--- src/rtl/ps2_pkg.sv ---
// Shared encodings and constants for the PS/2 scan-code receiver.
package ps2_pkg;

  localparam int unsigned PS2_DATA_W     = 8;
  localparam int unsigned PS2_FRAME_BITS = 11;

  localparam logic [PS2_DATA_W-1:0] PS2_BREAK = 8'hF0;
  localparam logic [PS2_DATA_W-1:0] PS2_EXT   = 8'hE0;

  typedef enum logic [2:0] {
    ST_IDLE,
    ST_DATA,
    ST_PARITY,
    ST_STOP,
    ST_DONE
  } ps2_state_e;

  // Odd parity: the data bits together with the parity bit hold an odd count of ones.
  function automatic logic odd_parity_ok(input logic [PS2_DATA_W-1:0] data, input logic par);
    return ^{data, par};
  endfunction

endpackage

--- src/rtl/ps2_line_filter.sv ---
// Synchronizes the raw PS/2 lines, deglitches ps2_clk and emits a one-cycle
// pulse on each filtered falling edge.
module ps2_line_filter #(
  parameter int unsigned FILTER_LEN = 8
) (
  input  logic Pixelclock,
  input  logic reset,
  input  logic ps2_clk,
  input  logic ps2_data,
  output logic fall,
  output logic data_s
);

  localparam int unsigned CNT_W = $clog2(FILTER_LEN + 1);

  logic [1:0]       clk_sync_q;
  logic [1:0]       data_sync_q;
  logic             filt_q, filt_d;
  logic [CNT_W-1:0] cnt_q, cnt_d;
  logic             fall_q, fall_d;

  always_ff @(posedge Pixelclock or posedge reset) begin
    if (reset) begin
      clk_sync_q  <= 2'b11;
      data_sync_q <= 2'b11;
      filt_q      <= 1'b1;
      cnt_q       <= '0;
      fall_q      <= 1'b0;
    end else begin
      clk_sync_q  <= {clk_sync_q[0], ps2_clk};
      data_sync_q <= {data_sync_q[0], ps2_data};
      filt_q      <= filt_d;
      cnt_q       <= cnt_d;
      fall_q      <= fall_d;
    end
  end

  // Level flips only after FILTER_LEN consecutive samples that disagree with it.
  always_comb begin
    filt_d = filt_q;
    cnt_d  = '0;
    fall_d = 1'b0;
    if (clk_sync_q[1] != filt_q) begin
      if (cnt_q == CNT_W'(FILTER_LEN - 1)) begin
        filt_d = ~filt_q;
        fall_d = filt_q;
      end else begin
        cnt_d = cnt_q + CNT_W'(1);
      end
    end
  end

  assign fall   = fall_q;
  assign data_s = data_sync_q[1];

endmodule

--- src/rtl/ps2_scancode_receiver.sv ---
// PS/2 keyboard receiver: frames 11-bit PS/2 words, validates them and presents
// make codes as a character/check pair with break and extended qualifiers.
module ps2_scancode_receiver
  import ps2_pkg::*;
#(
  parameter int unsigned FILTER_LEN     = 8,
  parameter int unsigned TIMEOUT_CYCLES = 50000,
  parameter bit          SUPPRESS_BREAK = 1'b1
) (
  input  logic                  Pixelclock,
  input  logic                  reset,
  input  logic                  ps2_clk,
  input  logic                  ps2_data,
  output logic [PS2_DATA_W-1:0] character,
  output logic                  check,
  output logic                  released,
  output logic                  extended,
  output logic                  frame_error
);

  localparam int unsigned TMO_W = $clog2(TIMEOUT_CYCLES + 1);

  logic fall;
  logic data_s;

  ps2_line_filter #(
    .FILTER_LEN(FILTER_LEN)
  ) u_line_filter (
    .Pixelclock(Pixelclock),
    .reset     (reset),
    .ps2_clk   (ps2_clk),
    .ps2_data  (ps2_data),
    .fall      (fall),
    .data_s    (data_s)
  );

  ps2_state_e            state_q, state_d;
  logic [2:0]            bit_cnt_q, bit_cnt_d;
  logic [PS2_DATA_W-1:0] shift_q, shift_d;
  logic                  par_q, par_d;
  logic                  brk_q, brk_d;
  logic                  ext_q, ext_d;
  logic [TMO_W-1:0]      tmo_q, tmo_d;
  logic [PS2_DATA_W-1:0] character_q, character_d;
  logic                  check_q, check_d;
  logic                  released_q, released_d;
  logic                  extended_q, extended_d;
  logic                  frame_error_q, frame_error_d;

  always_ff @(posedge Pixelclock or posedge reset) begin
    if (reset) begin
      state_q       <= ST_IDLE;
      bit_cnt_q     <= '0;
      shift_q       <= '0;
      par_q         <= 1'b0;
      brk_q         <= 1'b0;
      ext_q         <= 1'b0;
      tmo_q         <= '0;
      character_q   <= '0;
      check_q       <= 1'b0;
      released_q    <= 1'b0;
      extended_q    <= 1'b0;
      frame_error_q <= 1'b0;
    end else begin
      state_q       <= state_d;
      bit_cnt_q     <= bit_cnt_d;
      shift_q       <= shift_d;
      par_q         <= par_d;
      brk_q         <= brk_d;
      ext_q         <= ext_d;
      tmo_q         <= tmo_d;
      character_q   <= character_d;
      check_q       <= check_d;
      released_q    <= released_d;
      extended_q    <= extended_d;
      frame_error_q <= frame_error_d;
    end
  end

  always_comb begin
    state_d       = state_q;
    bit_cnt_d     = bit_cnt_q;
    shift_d       = shift_q;
    par_d         = par_q;
    brk_d         = brk_q;
    ext_d         = ext_q;
    tmo_d         = '0;
    character_d   = character_q;
    check_d       = 1'b0;
    released_d    = released_q;
    extended_d    = extended_q;
    frame_error_d = 1'b0;

    unique case (state_q)
      ST_IDLE: begin
        if (fall && !data_s) begin
          state_d   = ST_DATA;
          bit_cnt_d = '0;
        end
      end
      ST_DATA: begin
        if (fall) begin
          shift_d   = {data_s, shift_q[PS2_DATA_W-1:1]};
          bit_cnt_d = bit_cnt_q + 3'd1;
          if (bit_cnt_q == 3'(PS2_DATA_W - 1)) state_d = ST_PARITY;
        end
      end
      ST_PARITY: begin
        if (fall) begin
          par_d   = data_s;
          state_d = ST_STOP;
        end
      end
      ST_STOP: begin
        if (fall) begin
          if (data_s && odd_parity_ok(shift_q, par_q)) begin
            state_d = ST_DONE;
          end else begin
            frame_error_d = 1'b1;
            brk_d         = 1'b0;
            ext_d         = 1'b0;
            state_d       = ST_IDLE;
          end
        end
      end
      ST_DONE: begin
        state_d = ST_IDLE;
        if (shift_q == PS2_BREAK) begin
          brk_d = 1'b1;
        end else if (shift_q == PS2_EXT) begin
          ext_d = 1'b1;
        end else begin
          if (!(brk_q && SUPPRESS_BREAK)) begin
            character_d = shift_q;
            released_d  = brk_q;
            extended_d  = ext_q;
            check_d     = 1'b1;
          end
          brk_d = 1'b0;
          ext_d = 1'b0;
        end
      end
      default: state_d = ST_IDLE;
    endcase

    // Inter-edge watchdog; a fall in the same cycle restarts it instead.
    if ((state_q == ST_DATA || state_q == ST_PARITY || state_q == ST_STOP) && !fall) begin
      if (tmo_q == TMO_W'(TIMEOUT_CYCLES - 1)) begin
        frame_error_d = 1'b1;
        brk_d         = 1'b0;
        ext_d         = 1'b0;
        state_d       = ST_IDLE;
      end else begin
        tmo_d = tmo_q + TMO_W'(1);
      end
    end
  end

  assign character   = character_q;
  assign check       = check_q;
  assign released    = released_q;
  assign extended    = extended_q;
  assign frame_error = frame_error_q;

endmodule

--- config.mk ---
export PLATFORM = sky130hd
export DESIGN_NAME = ps2_scancode_receiver
export DESIGN_NICKNAME = d
export VERILOG_FILES = /design/src/rtl/ps2_pkg.sv /design/src/rtl/ps2_line_filter.sv /design/src/rtl/ps2_scancode_receiver.sv
export SDC_FILE = /design/constraint.sdc
export NUM_CORES = 1
export LEC_CHECK = 0
export CAP_MARGIN = 10
export CORE_UTILIZATION = 45
export DETAILED_ROUTE_END_ITERATION = 10
export SLEW_MARGIN = 25
export SYNTH_ARGS = -nofsm -noshare
export SYNTH_HDL_FRONTEND = slang
export SYNTH_HIERARCHICAL = 1
export SYNTH_SLANG_ARGS = --single-unit
--- constraint.sdc ---
create_clock -name Pixelclock -period 2.1 [get_ports Pixelclock]
set_input_delay 0.21 -clock Pixelclock [delete_from_list [all_inputs] [get_ports Pixelclock]]
set_output_delay 0.21 -clock Pixelclock [all_outputs]
set_load 0.01 [all_outputs]
Word-level counts from Yosys, hierarchy flattened
Index checks and enable logic that the tools add are counted.
- register bits after elaboration: 54
- input bits: 4
- output and inout port bits: 12
- word-level logic and storage cells: 91
- add/subtract/negate cells: 3
- equality and inequality tests: 12
- multiplexer cells: 41
- bitwise gates (word level): 4
- reduce and logical (&&, ||, !) cells: 15
- operator list (cell ; count):
    two-way mux 16 bit ; 2
    two-way mux 3 bit ; 10
    two-way mux 1 bit ; 23
    adder 16 x 1 -> 16 bit, second input constant ; 1
    == test 16 bit, second input constant ; 1
    == test 8 bit, second input constant ; 2
    one-hot mux 3 bit (4 select lines) ; 1
    XOR reduction 9 bit ; 1
    two-way mux 4 bit ; 2
    == test 3 x 2 -> 1 bit, second input constant ; 2
    == test 3 bit, second input constant ; 2
    one-hot mux 3 bit (2 select lines) ; 1
    AND reduction 2 bit ; 3
    adder 4 x 1 -> 4 bit, second input constant ; 1
    == test 4 x 3 -> 1 bit, second input constant ; 1
    inverter 1 bit ; 4
    one-hot mux 1 bit (2 select lines) ; 2
    AND reduction 4 bit ; 1
    adder 3 x 1 -> 3 bit, second input constant ; 1
    == test 3 x 1 -> 1 bit, second input constant ; 1
    logical AND 1 bit ; 3
    logical NOT 3 bit ; 1
    AND reduction 3 bit ; 1
    logical NOT 1 bit ; 2
    5 further kinds ; 6

Logic depth before layout (Yosys ltp)
Gate-level depths: netlist of the first run.
- depth in word-level cells: 7
- depth in mapped cells: 6
- mapped depth without buffers: 6

By module
The synthesis of the first run kept the hierarchy.
- modules (own cells, without submodules) (module ; times used ; cells each ; area each (sq um) ; sequential area each (sq um)):
    ps2_scancode_receiver ; 1 ; 178 ; 2038.2 ; 1101.1
    ps2_line_filter ; 1 ; 25 ; 375.4 ; 256.5

Worst setup path before layout of the first run
OpenSTA, ideal clock, no wires.
- path kind: register to register
- start point: register shift_q[2]
- end point: register character_q[0] (netlist: character[0])
- library setup time: 125 ps
- data arrival time: 1545 ps
- required time: 1975 ps
- setup slack: 430 ps
- stages on the path, launching flop included: 5
- buffers on the path: 0
- clock period less this slack: 1670 ps
- cell sequence: dfrtp_1 nand4b_1 or4_1 nand2_2 mux2_2
- cells in the longest elaborated chain, start to end: 3
- elaborated cells on any way between the ends: 5
- classes of those cells: eq/ne: 2; bitwise: 2; reduce/logical: 1
- ends and longest elaborated chain (element ; RTL line ; RTL):
    from (decl) ; ps2_scancode_receiver.sv:39 ; logic [PS2_DATA_W-1:0] shift_q, shift_d;
    from (signal assigned) ; ps2_scancode_receiver.sv:67 ; shift_q <= shift_d;
    == test 8 bit, on equally long branches ; ps2_scancode_receiver.sv:130, ps2_scancode_receiver.sv:128 ;
    inverter 1 bit (no line) ; -- ;
    AND reduction 4 bit (no line) * ; -- ;
    to (signal assigned) ; ps2_scancode_receiver.sv:72 ; character_q <= character_d;
    to (decl) ; ps2_scancode_receiver.sv:44 ; logic [PS2_DATA_W-1:0] character_q, character_d;
Mark *: on every way between the ends. The rest lies on a longest branch, timed or not.
A chain may end at the register's enable or synchronous reset.

Worst setup path in the final report of the first run
- start point: register shift_q[2]
- end point: register character_q[5] (netlist: character[5])
Same word-level chain as after synthesis.

==> out/results.ini, run 1 <==
[final_layout]
synthToLayoutAreaGrowth_pct=12.7
fillers=462
regArea_um2=1360
multi_input_area_um2=1010
drive_gt1_share_pct=17.0
utilization_pct=52.9
fin_nets=230
diodes=0

[clock_network]
cts_tree=built
path_clk_slew_ps=90
clock-sinks=54
clockBufferDepth=2
numCtsBuffers=5
post_cts_buffers=0
cts_root_buf=clkbuf_8
cts_resized=0
hold_buffers=0
worstSkewPairLatency_ps=300
cts.htree.levels=2

[timing]
setup_viol=0
slew_headroom_pct=63.9
timing.hold.ws_ps=203
rsz0062_at_grt=no
final_hold_viol_count=0
fmax_ghz=0.551
clock_skew_ps=8.89
min_period_ps=1820
tns_ps=0
finalCritPeriodShare_pct=86.5
slew_violations=0
tightest_slew_ps=541

[global_routing]
first_global_vias=1505
grt_max_degree=45
track_usage_pct=16.3
grt_pass1_wl_um=6760
antenna_found_initial=0
overflow=0

[run_status]
run_status=complete, no violations

[power_and_ir_drop]
ir_drop_mv=0.511
p_leak_nw=1.27
cellPowerDensity_nw_per_um2=652

[setup_path]
path_max_fanout=10
worstPathArrival_ps=2000
crit_path_cell_trace=nand4b_1 > or4_1 > nand2_2 > mux2_2
cp_data_required_time_ps=2280
cp-end-kind=flip-flop
critical-path-slowest-cell=or4_1
start_kind=flip-flop
cp_slowest_stage_delay_ps=490
path_class=flip-flop to flip-flop

[routing]
drt-total-wl_um=4030
firstDrtPassIters=4
drc_errors=0
drt_iter0_drc=37
viasPerCell=5.07
via_count=1485
wl_per_cell_um=13.8
postRouteAntennaNets=0

[floorplanning]
die_w_um=75.2
io_pins=16
initial_core_util_pct=47.0
die_y_um=75.2
core_um2=5140
rows=26
die-area_um2=5660

[logic_synthesis]
synth_edf_count=0
syn-num-nets=211
synth_cells=203
syn_avg_cell_area_um2=11.9
synth_cell_types=39
synthArstFlopShare_pct=100
netlist_area_um2=2410
yosysSeqAreaShare_pct=56.2
ys.flop_type=dfrtp_1
yosysWarnings=6
synth.ff_latch_count=54

[placed_design]
place_hpwl_um=2870
port_buffers=14
gp_congestion=0.777

[min_path]
hold_path.class=input pin to asynchronous set/reset pin

[run]
drv_cap=0

## routing by layer
metal / wire length (µm) / up-vias / track usage, %
li1: - / 727 / -
met1: 1940 / 729 / 21.3
met2: 1890 / 23 / 25.7
met3: 123 / 6 / 4.69
met4: 72 / 0 / 6.79
met5: 0 / - / 0
## cell usage after synthesis, types with 4 or more instances
cell	number	area [µm²]
a21oi_1	5	25.0
and3_1	4	25.0
dfrtp_1	49	1230
dfstp_2	5	131
ha_1	4	50.1
inv_1	5	18.8
mux2_2	19	214
nand2_1	11	41.3
nand3_1	8	40.0
nor2_1	28	105
nor3_1	7	35.0
xnor2_1	9	78.8
xor2_1	10	87.6
## per-stage QoR
stage	power (mW)	instance area, µm²	instances	worst slack, ps
after floorplan	1.22	2410	203	430
after global placement	1.24	2640	285	315
after detailed placement	1.25	2640	285	285
after CTS	1.81	2720	293	274
after global routing	1.88	2720	293	175
final	1.77	2720	293	284
## worst paths after layout
| check | endpoint | startpoint | cells after the start | slack [ps] |
|---|---|---|---|---|
| setup / recovery | character[5]$_DFFE_PP0P_ | shift_q[2]$_DFFE_PP0P_ | 4 | 280 |
| hold / removal | u_line_filter/cnt_q[1]$_DFF_PP0_ | reset | 2 | 200 |
| setup reg to reg | character[5]$_DFFE_PP0P_ | shift_q[2]$_DFFE_PP0P_ | 4 | 280 |
| hold reg to reg | u_line_filter/clk_sync_q[1]$_DFF_PP1_ | u_line_filter/clk_sync_q[0]$_DFF_PP1_ | 0 | 360 |
| max in group asynchronous | shift_q[7]$_DFFE_PP0P_ | reset | 3 | 1340 |
| min in group Pixelclock | u_line_filter/data_sync_q[0]$_DFF_PP1_ | ps2_data | 1 | 310 |
## cell type report
type / instances / area share [%]
clock buffer: 8 / 2.94
timing repair buffer: 17 / 5.98
sequential: 54 / 49.9
tap: 70 / 3.22
multi-input combinational: 139 / 37.3
inverter: 5 / 0.690
## power by group
group / total, mW / switching [mW] / internal [mW]
registers: 1.12 / 0.0317 / 1.08
clock network: 0.544 / 0.307 / 0.238
logic: 0.114 / 0.0588 / 0.0557
total: 1.77 / 0.397 / 1.38
## state kept, by name, indices dropped and copies added (netlist names)
| name | cells |
|---|---|
| tmo_q | 16 |
| character | 8 |
| shift_q | 8 |
| u_line_filter/cnt_q | 4 |
| bit_cnt_q | 3 |
| state_q | 3 |
| u_line_filter/clk_sync_q | 2 |
| u_line_filter/data_sync_q | 2 |
| brk_q | 1 |
| check | 1 |
| ext_q | 1 |
| extended | 1 |
| frame_error | 1 |
| par_q | 1 |
| u_line_filter/fall | 1 |
| u_line_filter/filt_q | 1 |
## critical path, delay by kind of cell (launching register included)
family	cells	cell delay, ps
and+or+nand+nor	3	910
DFF	1	420
muxes	1	370
## placed cells by master, fill, tap and decap left out, drive strengths merged, types with 2 or more instances in the layout
cell and n:
nor2b 2, clkbuf 8, dfrtp 49, nor3b 2, mux2i 3, buf 3
or4 2, ha 4, xor2 10, nor2 28, mux2 20, nand2b 3
clkdlybuf4s50 14, xnor2 9, a21oi 5, o211ai 2, xnor3 2, dfstp 5
nor3 7, nand2 12, a22o 2, nand4 2, nor4bb 2, and3 5
nand3 8, inv 5
## cell families after synthesis
logic type / after synthesis / synth area share, %
flip-flops: 54 / 56.2
XOR/XNOR: 21 / 8.76
multiplexers: 23 / 10.9
AO/OA/AOI/OAI: 11 / 2.95
AND/OR/NAND/NOR: 79 / 17.2
other: 1 / 0.155
adder cells (fa/ha/maj): 4 / 2.07
buffers and inverters: 10 / 1.76
Power figures use the tool's default switching activity.
==> run 2: changes to the inputs <==
--- a/config.mk
+++ b/config.mk
@@ -5,8 +5,8 @@
 export SDC_FILE = /design/constraint.sdc
 export NUM_CORES = 1
 export LEC_CHECK = 0
-export CAP_MARGIN = 10
-export CORE_UTILIZATION = 45
+export CORE_MARGIN = 10
+export CORE_UTILIZATION = 25
 export DETAILED_ROUTE_END_ITERATION = 10
 export SLEW_MARGIN = 25
 export SYNTH_ARGS = -nofsm -noshare
==> out/results.ini, run 2 (synthesis results as in run 1) <==
[routing]
firstDrtPassIters=4  ; unchanged
wl_per_cell_um=11.6  ; -16%
postRouteAntennaNets=0  ; unchanged
viasPerCell=4.23  ; -17%
via_count=1485  ; unchanged
drc_errors=0  ; unchanged
drt-total-wl_um=4060  ; +0.84%
drt_iter0_drc=67  ; +81%

[timing]
final_hold_viol_count=0  ; unchanged
tightest_slew_ps=596  ; +55.0 ps
slew_headroom_pct=59.9  ; -4.0 points
clock_skew_ps=9.48  ; +0.594 ps
setup_viol=0  ; unchanged
rsz0062_at_grt=no
tns_ps=0  ; unchanged
finalCritPeriodShare_pct=86.8  ; +0.36 points
fmax_ghz=0.548  ; -0.41%
min_period_ps=1820  ; +7.51 ps
slew_violations=0  ; unchanged

[global_routing]
first_global_vias=1514  ; +0.60%
overflow=0  ; unchanged
grt_max_degree=45  ; unchanged
track_usage_pct=6.01  ; -10 points
grt_pass1_wl_um=7210  ; +6.7%
antenna_found_initial=0  ; unchanged

[final_layout]
largest_register=tmo_q
layout_common_cells=49 x dfrtp_1, 28 x nor2_1, 19 x mux2_2
drive_gt1_share_pct=17.6  ; +0.53 points
fin_nets=229  ; -0.43%
layout_commonest_cell=dfrtp_1
diodes=0  ; unchanged
largest_reg_flops=16  ; unchanged
synthToLayoutAreaGrowth_pct=15.6

[clock_network]
cts_tree=built
cts_resized=0  ; unchanged
hold_buffers=0  ; unchanged
numCtsBuffers=5  ; unchanged
clock-sinks=54  ; unchanged
path_clk_slew_ps=90  ; about the same
worstSkewPairLatency_ps=300  ; about the same
post_cts_buffers=0  ; unchanged
cts.htree.levels=2  ; unchanged
cts_root_buf=clkbuf_8
clockBufferDepth=2  ; unchanged

[placed_design]
port_buffers=14  ; unchanged
place_hpwl_um=2860  ; -0.22%
gp_congestion=0.708  ; -8.8%

[floorplanning]
die_y_um=118  ; +57%
die_w_um=118  ; +57%
rows=35  ; +35%
die-area_um2=14000  ; +150%
io_pins=16  ; unchanged
initial_core_util_pct=25.9  ; -21 points
core_um2=9330  ; +81%

[power_and_ir_drop]
cellPowerDensity_nw_per_um2=640  ; -1.8%
p_leak_nw=1.27  ; -0.30%
ir_drop_mv=0.358  ; -30%
power.total_mw=1.79  ; +0.65%

[setup_path]
cp-end-kind=flip-flop
r2r_setup_slack_ps=280  ; about the same
path_max_fanout=10  ; unchanged
cp_data_required_time_ps=2290  ; about the same
path_class=flip-flop to flip-flop
start_kind=flip-flop
worstPathArrival_ps=2010  ; about the same

[run]
drv_cap=0  ; unchanged

[min_path]
hold_path.class=input pin to asynchronous set/reset pin

[run_status]
run_status=complete, no violations

run 2: changes by cell type in the layout (fill, tap and decap cells not counted), sizes merged:
cell	change
buf	-1
inv	-1
clkbuf	-2
clkinv	+3
run 2: power by group:
group / internal, mW / switching (mW)
sequential: 1.08 / 0.0316
clock: 0.232 / 0.324
combinational: 0.0563 / 0.0576
run 2: metrics by stage:
stage	utilization (%)	cell area (µm²)	hold WS (ps)	setup slack [ps]	std cells
6_report	29.9	2790	207	276	351
3_5_place_dp	29.0	2710	347	284	343
5_1_grt	29.9	2790	234	162	351
3_3_place_gp	29.0	2710	345	322	343
4_1_cts	29.9	2790	210	272	351
2_1_floorplan	-	2410	46.6	430	203
run 2: worst max-delay path, stage by stage (launching register included):
cell and delay, ps:
dfrtp_1 430, nand4b_1 200, or4_1 490, nand2_2 240, mux2_2 360
run 2: final timing paths:
| kind | from | endpoint | cells after the start |
|---|---|---|---|
| max | shift_q[2]$_DFFE_PP0P_ | character[3]$_DFFE_PP0P_ | 4 |
| min | reset | u_line_filter/cnt_q[3]$_DFF_PP0_ | 2 |
| max reg2reg | shift_q[2]$_DFFE_PP0P_ | character[3]$_DFFE_PP0P_ | 4 |
| min reg2reg | u_line_filter/data_sync_q[0]$_DFF_PP1_ | u_line_filter/data_sync_q[1]$_DFF_PP1_ | 0 |
| max in group asynchronous | reset | tmo_q[15]$_DFF_PP0_ | 3 |
| min in group Pixelclock | ps2_data | u_line_filter/data_sync_q[0]$_DFF_PP1_ | 1 |
run 2: area by class of cell:
cell class,count,area [µm²]
Fill cell,952,6540
Inverter,5,18.8
Clock buffer,6,72.6
Timing Repair Buffer,16,155
Sequential cell,54,1360
Clock inverter,2,10.0
Multi-Input combinational cell,139,1010
Tap cell,129,161
run 2: routing by layer:
| metal | GRT usage, % | share of wire (%) | vias up |
|---|---|---|---|
| li1 | - | - | 727 |
| met1 | 7.29 | 46 | 740 |
| met2 | 9.91 | 49 | 12 |
| met3 | 1.76 | 3.5 | 6 |
| met4 | 2.09 | 1.6 | 0 |
| met5 | 0 | 0 | - |
